## src/rtl/noc_vc_input_buffer.sv

```systemverilog
// Per-port NoC input buffer: NUM_VC circular flit FIFOs in one shared array, with per-VC
// status, one upstream credit per dequeued flit, and sticky protocol-error flags.
module noc_vc_input_buffer #(
  parameter int unsigned FLIT_W = 12,
  parameter int unsigned DEPTH  = 8,
  parameter int unsigned NUM_VC = 2,
  parameter int unsigned VC_W   = (NUM_VC > 1) ? $clog2(NUM_VC) : 1,
  parameter int unsigned CNT_W  = $clog2(DEPTH) + 1
) (
  input  logic                    CLK,
  input  logic                    RST_N,
  input  logic                    enq_valid,
  input  logic [VC_W-1:0]         enq_vc,
  input  logic [FLIT_W-1:0]       enq_data,
  input  logic                    deq_valid,
  input  logic [VC_W-1:0]         deq_vc,
  output logic [FLIT_W-1:0]       deq_data,
  output logic [NUM_VC-1:0]       vc_not_empty,
  output logic [NUM_VC-1:0]       vc_not_full,
  output logic [NUM_VC*CNT_W-1:0] vc_count,
  output logic                    credit_valid,
  output logic [VC_W-1:0]         credit_vc,
  output logic                    err_overflow,
  output logic                    err_underflow
);

  localparam int unsigned PTR_W = $clog2(DEPTH);
  localparam int unsigned AW    = $clog2(NUM_VC * DEPTH);

  logic [FLIT_W-1:0] mem_q [NUM_VC*DEPTH];

  logic [PTR_W-1:0]  head_q  [NUM_VC];
  logic [PTR_W-1:0]  head_d  [NUM_VC];
  logic [PTR_W-1:0]  tail_q  [NUM_VC];
  logic [PTR_W-1:0]  tail_d  [NUM_VC];
  logic [CNT_W-1:0]  count_q [NUM_VC];
  logic [CNT_W-1:0]  count_d [NUM_VC];
  logic [NUM_VC-1:0] not_empty_q, not_empty_d;
  logic [NUM_VC-1:0] not_full_q, not_full_d;
  logic [NUM_VC-1:0] enq_hit, deq_hit;

  logic              credit_valid_q;
  logic [VC_W-1:0]   credit_vc_q;
  logic              err_ovf_q, err_unf_q;

  logic              enq_in_range, deq_in_range;
  logic [VC_W-1:0]   enq_idx, deq_idx;
  logic              enq_ok, deq_ok;
  logic [AW-1:0]     wr_addr, rd_addr;

  // Accept decisions use registered status only, so there is no enqueue/dequeue bypass.
  always_comb begin
    enq_in_range = 32'(enq_vc) < NUM_VC;
    deq_in_range = 32'(deq_vc) < NUM_VC;
    enq_idx      = enq_in_range ? enq_vc : '0;
    deq_idx      = deq_in_range ? deq_vc : '0;
    enq_ok       = enq_valid && enq_in_range && not_full_q[enq_idx];
    deq_ok       = deq_valid && deq_in_range && not_empty_q[deq_idx];
    wr_addr      = AW'(enq_idx) * AW'(DEPTH) + AW'(tail_q[enq_idx]);
    rd_addr      = AW'(deq_idx) * AW'(DEPTH) + AW'(head_q[deq_idx]);
  end

  always_comb begin
    enq_hit = '0;
    deq_hit = '0;
    for (int v = 0; v < NUM_VC; v++) begin
      enq_hit[v] = enq_ok && (enq_idx == VC_W'(v));
      deq_hit[v] = deq_ok && (deq_idx == VC_W'(v));
      head_d[v]  = deq_hit[v] ? head_q[v] + PTR_W'(1) : head_q[v];
      tail_d[v]  = enq_hit[v] ? tail_q[v] + PTR_W'(1) : tail_q[v];
      count_d[v] = count_q[v];
      if (enq_hit[v] && !deq_hit[v]) begin
        count_d[v] = count_q[v] + CNT_W'(1);
      end else if (!enq_hit[v] && deq_hit[v]) begin
        count_d[v] = count_q[v] - CNT_W'(1);
      end
      not_empty_d[v] = count_d[v] != '0;
      not_full_d[v]  = count_d[v] != CNT_W'(DEPTH);
    end
  end

  always_ff @(posedge CLK) begin
    if (!RST_N) begin
      for (int v = 0; v < NUM_VC; v++) begin
        head_q[v]  <= '0;
        tail_q[v]  <= '0;
        count_q[v] <= '0;
      end
      not_empty_q    <= '0;
      not_full_q     <= '1;
      credit_valid_q <= 1'b0;
      credit_vc_q    <= '0;
      err_ovf_q      <= 1'b0;
      err_unf_q      <= 1'b0;
    end else begin
      head_q         <= head_d;
      tail_q         <= tail_d;
      count_q        <= count_d;
      not_empty_q    <= not_empty_d;
      not_full_q     <= not_full_d;
      credit_valid_q <= deq_ok;
      if (deq_ok) begin
        credit_vc_q <= deq_idx;
      end
      if (enq_valid && !enq_ok) begin
        err_ovf_q <= 1'b1;
      end
      if (deq_valid && !deq_ok) begin
        err_unf_q <= 1'b1;
      end
    end
  end

  // Flit storage is deliberately left unreset.
  always_ff @(posedge CLK) begin
    if (RST_N && enq_ok) begin
      mem_q[wr_addr] <= enq_data;
    end
  end

`ifndef SYNTHESIS
  always_ff @(posedge CLK) begin
    if (RST_N && enq_valid && !enq_ok) begin
      $display("noc_vc_input_buffer: overflow, flit dropped on vc %0d", enq_vc);
    end
    if (RST_N && deq_valid && !deq_ok) begin
      $display("noc_vc_input_buffer: underflow, dequeue ignored on vc %0d", deq_vc);
    end
  end
`endif

  always_comb begin
    deq_data = mem_q[rd_addr];
    vc_count = '0;
    for (int v = 0; v < NUM_VC; v++) begin
      vc_count[v*CNT_W +: CNT_W] = count_q[v];
    end
  end

  assign vc_not_empty  = not_empty_q;
  assign vc_not_full   = not_full_q;
  assign credit_valid  = credit_valid_q;
  assign credit_vc     = credit_vc_q;
  assign err_overflow  = err_ovf_q;
  assign err_underflow = err_unf_q;

endmodule

```

## config.mk

```make
export PLATFORM = sky130hd
export DESIGN_NAME = noc_vc_input_buffer
export DESIGN_NICKNAME = d
export VERILOG_FILES = /design/src/rtl/noc_vc_input_buffer.sv
export SDC_FILE = /design/constraint.sdc
export NUM_CORES = 1
export LEC_CHECK = 0
export ABC_AREA = 1
export ABC_CLOCK_PERIOD_IN_PS = 5100
export CAP_MARGIN = 20
export CORE_ASPECT_RATIO = 1.75
export CORE_MARGIN = 1.5
export CORE_UTILIZATION = 36
export DETAILED_ROUTE_END_ITERATION = 8
export SETUP_SLACK_MARGIN = 0.2
export SKIP_CTS_REPAIR_TIMING = 1
export SYNTH_ARGS = -nofsm -noshare
export SYNTH_HDL_FRONTEND = slang
export SYNTH_SLANG_ARGS = --single-unit
```

## constraint.sdc

```tcl
create_clock -name CLK -period 5.1 [get_ports CLK]
set_input_delay 0.765 -clock CLK [delete_from_list [all_inputs] [get_ports CLK]]
set_output_delay 0.765 -clock CLK [all_outputs]
set_load 0.01 [all_outputs]
```

# Word level (Yosys, flattened, before mapping)
# Memory sizes are Yosys's and may differ from the RTL's.
# Cells that the tools add are included.
# classes
n_addsub,10
multipliers,0
div,0
n_lt_le_gt_ge,4
eq_ne,2
shift,0
muxes,16
bitwise,4
n_reduce_logical,21
# ops
cell,n
two-way mux 3 bit,6
two-way mux 4 bit,4
logical AND 1 bit,13
adder 3 x 1 -> 3 bit (second input constant),4
adder 4 x 1 -> 4 bit (second input constant),2
adder 4 x 3 -> 4 bit,2
!= test 4 bit (second input constant),2
nonzero test 4 bit,2
subtractor 4 x 1 -> 4 bit (second input constant),2
logical NOT 1 bit,6
two-way mux 1 bit,6
>= comparator 2 bit (second input constant),2
less-than comparator 1 x 2 -> 1 bit (second input constant),2
inverter 1 -> 2 bit,2
inverter 1 bit,2
# totals
regBits,28
latchBits,0
mem_bits_rw,192
romBits,0
input_bits,18
out_inout_bits,28
wordCells,70
n_memories,1
# memory_table
name,words,word_bits,rd,rd_ports_with_merged_regs,wr,line_no,text
mem_q,16,12,1,0,1,30,logic [FLIT_W-1:0] mem_q [NUM_VC*DEPTH];

# Longest topological paths before layout
# Gate-level depths: netlist (run 1).
# depth
depth_word,9
depth_mapped,12
ltp_nobuf,11

# Worst setup path after synthesis (run 1)
# Ideal clock, no wire load.
# synth_path
kind,input port to flip-flop
start,input port enq_vc
end,"memory mem_q[1][0], enable pin"
setup_ns,0.396
arrival_ns,2.377
required_time_ns,4.704
slack_ns,2.327
cell_stages,6
path_buffers,1
cell_sequence,buf_4 inv_2 nand3_1 a21oi_1 inv_1 nor3_1
# synth_between
elab_chain_cells,6
word_cells_on_any_way,11
cone_classes,1 x add/sub; 7 x mux; 1 x bitwise; 2 x reduce/logical
# synth_rtl
item,line_no,text
start: declaration,13,"input logic [VC_W-1:0] enq_vc,"
"parallel branches: the longest is 6 deep, another holds adder 4 x 3 -> 4 bit",n/a,
end: declaration,30,
# Parallel ways; which one is timed is not known. The select of a mux whose other input is x is not followed.

# Worst setup path after layout (run 1)
# layout_path
start,input port deq_vc
end,output port deq_data[10]
# layout_between
elab_chain_cells,6
# layout_rtl
item,line_no,text
start: declaration,16,"input logic [VC_W-1:0] deq_vc,"
inverter 1 -> 2 bit (not written as such),60,rd_addr = AW'(deq_idx) * AW'(DEPTH) + AW'(head_q[deq_idx]);
two-way mux 3 bit (not written as such) (3 in a row),60,
adder 4 x 3 -> 4 bit (*),60,
memory (16 x 12 bit) (*),n/a,
end: declaration,17,"output logic [FLIT_W-1:0] deq_data,"
# Every way passes the cells marked *; elsewhere a longest branch is shown, timed or not. The select of a mux whose other input is x is not followed.

==> Implementation_results.wiki, run 1 <==
{| class="wikitable"
! Metric !! Value
|-
| Min-delay src || err_overflow$_SDFFE_PN0P_
|-
| Io pins || 46
|-
| Logic depth of the worst register-to-register path || 5
|-
| Source of the worst register-to-register timing path || vc_not_full[1]$_SDFF_PN1_
|-
| Wire length reported by the detailed router || 21.29 mm
|-
| Initial standard-cell utilization of the core || 36.60%
|-
| Detailed Routing Iterations Pass 1 || 4
|-
| Routability-driven placement congestion ratio || 0.7368
|-
| Worst Setup Slack, final || 0.7576 ns
|-
| Worst hold path class || register to register
|-
| Multi-input logic area || 0.002376 mm^2
|-
| Average footprint of a synthesized cell || around 11 um^2
|-
| Largest driver fanout on the critical path || 32
|-
| Clock Power Share || 36.6%
|-
| Setup TNS || 0 ns
|-
| Status || complete, no violations
|-
| DP Area || 0.01025 mm^2
|-
| Switching pwr || 0.0009574 W
|-
| Hold depth || 2
|-
| Diode count || 0
|-
| Wire length of the first global-routing pass || between 30 and 40 mm
|-
| Net count of the mapped netlist || roughly 860
|-
| Die W || 125.6 um
|-
| Via-to-Cell Ratio || 5.025
|-
| Area taken by flip-flops and latches || 0.006326 mm^2
|-
| Final Cycle Share || 85.14%
|-
| Max frequency || 230.3 MHz
|-
| Worst-path clk slew || 0.06 ns
|-
| Internal power contribution || 0.003050 W
|-
| Core Region || 0.02586 mm^2
|-
| Setup Viol. Count Final || 0
|-
| Proportion of power drawn by combinational gates || between 10 and 15%
|-
| Worst path arrival time || 3.58 ns
|-
| Max Clock Skew || 0.008212 ns
|-
| Dpl hpwl || 13.45 mm
|-
| Endpoint kind of the worst setup timing path || output port
|-
| Total vias in the final route || about 6100
|-
| Total die area || 0.02731 mm^2
|-
| Non-filler instance count after layout || approximately 1200
|-
| Async set-reset flop share out of synthesis || 0%
|-
| Final slew viol count || 0
|-
| # DRC || 0
|-
| Buffer cell driving the clock tree root || clkbuf_16
|-
| Primary flip-flop cell chosen by synthesis mapping || edfxtp_1
|-
| Depth of the CTS H-tree || 1
|-
| Area share of the leading cell type in the synthesized netlist || about three fifths
|-
| Sum of buffers and inverters on the critical path || 4
|-
| Vias in the first global route || ~6000
|-
| Overflow left after global routing || 0
|-
| Part of the total power dissipated in sequential elements || 50.7%
|-
| Final cell utilization of the core || a little over two fifths
|-
| Final net count || ~900
|-
| Leading cell type by number of instances after synthesis || edfxtp_1
|-
| Static Leakage || 3.960 nW
|-
| Initial antenna violation count || 0
|-
| Overall routing resource usage || roughly 16%
|-
| Cell with the largest stage delay on the worst path || clkdlybuf4s50_1
|-
| Layout fillers || ~2400
|-
| Transition at the pin with the smallest max-transition slack || about 1 ns
|-
| EDFF count, synth || 192
|-
| Worst Setup Slack post-DPL || around 0.71 ns
|-
| Pwr dens || approximately 370 mW/mm^2
|-
| Rel. slew slack || about 32%
|-
| Final Critical Period || about 4.3 ns
|-
| Netlist area before placement || 0.009465 mm^2
|-
| Clock latency at the later pin of the worst-skew pair || 0.49 ns
|-
| CP peak stage delay || approximately 0.64 ns
|-
| Placed instance count || 1188
|-
| RSZ-0062 raised after global routing || no
|-
| Sw Ratio || 23.89%
|-
| Max VDD drop || about 0.28 mV
|-
| Number of input and output port buffers inserted || 45
|-
| Number of cells produced by synthesis || about 840
|-
| Final cell area excluding filler cells || 0.01089 mm^2
|-
| Number of flip-flops and latches in the synthesized netlist || 220
|-
| TritonCTS clock tree || built
|-
| Final ANT Viol Nets || 0
|-
| Dominant cells by area after synthesis || edfxtp_1, o211ai_1, nand2_1, dfxtp_1, inv_1
|-
| Share of cells above drive strength 1 || 7.206%
|-
| Sink Count || 220
|-
| Class of the most critical setup path || input port to output port
|-
| Number of buffers created by CTS || 21
|-
| Reg2reg end || mem_q[12][6]$_DFFE_PP_
|-
| Worst Setup Start Kind || input port
|-
| Netlist cell types || 31
|-
| Number of placement rows || 78
|-
| Top cell type by total area after synthesis || edfxtp_1
|-
| Die Ht || 217.5 um
|-
| R2r setup slk || 3.16 ns
|-
| WL/cell || 17.43 um
|-
| Largest delay contributor family on the critical path || buffers and inverters
|-
| DRC violation total after the first TritonRoute iteration || 385
|-
| Proportion of synthesized chip area in sequential cells || 66.83%
|-
| Yosys warnings || 0
|-
| Number of buffers on the longest clock path || 3
|-
| Ordered cell list for the critical path || clkdlybuf4s50_1 > inv_4 > nand2_1 > nand2_4 > buf_4 > o211ai_1 > nand3_1 > nand3_1 > nand2_1 > clkdlybuf4s50_1
|-
| Final hold violations || 0
|-
| Area Growth Syn to Fin || 15.02%
|-
| Synth cell count leaders || edfxtp_1, nand2_1, inv_1
|-
| Maximum number of pins on one net before global-route repair || between 50 and 60
|-
| Hold-critical path endpoint || err_overflow$_SDFFE_PN0P_
|-
| Worst endpoint required time || 4.34 ns
|-
| Number of max-capacitance violations reported || 0
|}
==> area by class of cell <==
cell class	instances	area share, %
clock buffer	25	4.965
timing repair buffer	71	6.160
clock inverter	9	0.8620
inverter	127	4.402
multi-input combinational	450	21.83
tap	320	3.678
sequential	220	58.11
==> stage by stage <==
step | total power (W) | hold slack (ns)
global placement | 0.002579 | 0.4446
global route | 0.004174 | 0.4827
detailed placement | 0.002586 | 0.4425
CTS | 0.004049 | 0.4552
floorplan | 0.002406 | 0.4476
finish | 0.004007 | 0.4524
==> state kept, by name (all words and copies together), names as in the netlist <==
| signal | cells |
|---|---|
| mem_q | 192 |
| vc_count | 8 |
| credit_valid | 1 |
| tail_q | 6 |
| vc_not_full | 2 |
| vc_not_empty | 2 |
| err_underflow | 1 |
| credit_vc | 1 |
| head_q | 6 |
| err_overflow | 1 |
==> per-layer routing <==
metal	vias up	share of wire (%)	global-route usage [%]	wire length (um)
li1	3008	-	-	-
met1	2964	39	18.25	8247
met2	137	54	30.00	11590
met3	32	4.7	1.766	996
met4	0	2.1	4.924	455
met5	-	0	0	0
==> power groups by stage <==
stage	clock [W]	combinational, W	sequential (W)
floorplan	0	0.000333	0.00207
global placement	0	0.000509	0.00207
detailed placement	0	0.000517	0.00207
CTS	0.00150	0.000519	0.00203
global route	0.00156	0.000576	0.00203
finish	0.00147	0.000511	0.00203
==> worst min-delay path, stage by stage, from the launching register on <==
cell	delay, ns
dfxtp_1	0.31
inv_1	0.05
a21oi_1	0.05
==> logic make-up after synthesis <==
family,Yosys count,share of synthesized area [%]
and+or+nand+nor,314,14.22
DFF,220,66.83
buffers and inverters,168,8.301
AOI/OAI and AO/OA,125,9.306
adders and majority gates,8,1.058
xor gates and xnor gates,3,0.2776
==> layout by cell type (no fill, tap or decap), drive strengths merged <==
master / synthesis / routed
a211oi: 1 / 1
a21oi: 17 / 17
and3: 2 / 2
buf: 35 / 26
bufinv: 0 / 2
clkbuf: 6 / 25
clkdlybuf4s50: 0 / 45
clkinv: 1 / 6
clkinvlp: 0 / 2
dfxtp: 28 / 28
edfxtp: 192 / 192
ha: 8 / 8
inv: 126 / 126
nand2: 178 / 178
nand3: 91 / 91
nand3b: 3 / 3
nand4: 1 / 1
nor2: 32 / 32
nor3: 6 / 6
o211a: 1 / 1
o211ai: 96 / 96
o21ai: 10 / 10
or2: 1 / 1
xor2: 3 / 3
==> worst max path at each step <==
stage	startpoint	to	slack, ns	cells past startpoint
after detailed placement	deq_vc	deq_data[10]	0.71	10
after CTS	deq_vc	deq_data[10]	0.71	10
final	deq_vc	deq_data[10]	0.76	10
after global placement	deq_vc	deq_data[10]	0.74	11
after floorplan	enq_vc	mem_q[1][0]$_DFFE_PP_	2.33	6
after global routing	deq_vc	deq_data[3]	0.52	11
Note: power is estimated with default switching activity, not from simulation.
==> run 2: changes to the inputs <==
--- a/config.mk
+++ b/config.mk
@@ -14,6 +14,7 @@
 export DETAILED_ROUTE_END_ITERATION = 8
 export SETUP_SLACK_MARGIN = 0.2
 export SKIP_CTS_REPAIR_TIMING = 1
+export SLEW_MARGIN = 20
 export SYNTH_ARGS = -nofsm -noshare
 export SYNTH_HDL_FRONTEND = slang
 export SYNTH_SLANG_ARGS = --single-unit
==> results of run 2 <==
Final layout, timing and power as in run 1 (identical DEF).
==> run 3: changes to the inputs <==
--- a/config.mk
+++ b/config.mk
@@ -12,6 +12,7 @@
 export CORE_MARGIN = 1.5
 export CORE_UTILIZATION = 36
 export DETAILED_ROUTE_END_ITERATION = 8
+export HOLD_SLACK_MARGIN = 0.12
 export SETUP_SLACK_MARGIN = 0.2
 export SKIP_CTS_REPAIR_TIMING = 1
 export SLEW_MARGIN = 20
==> results of run 3 <==
Final layout, timing and power as in run 1 (identical DEF).
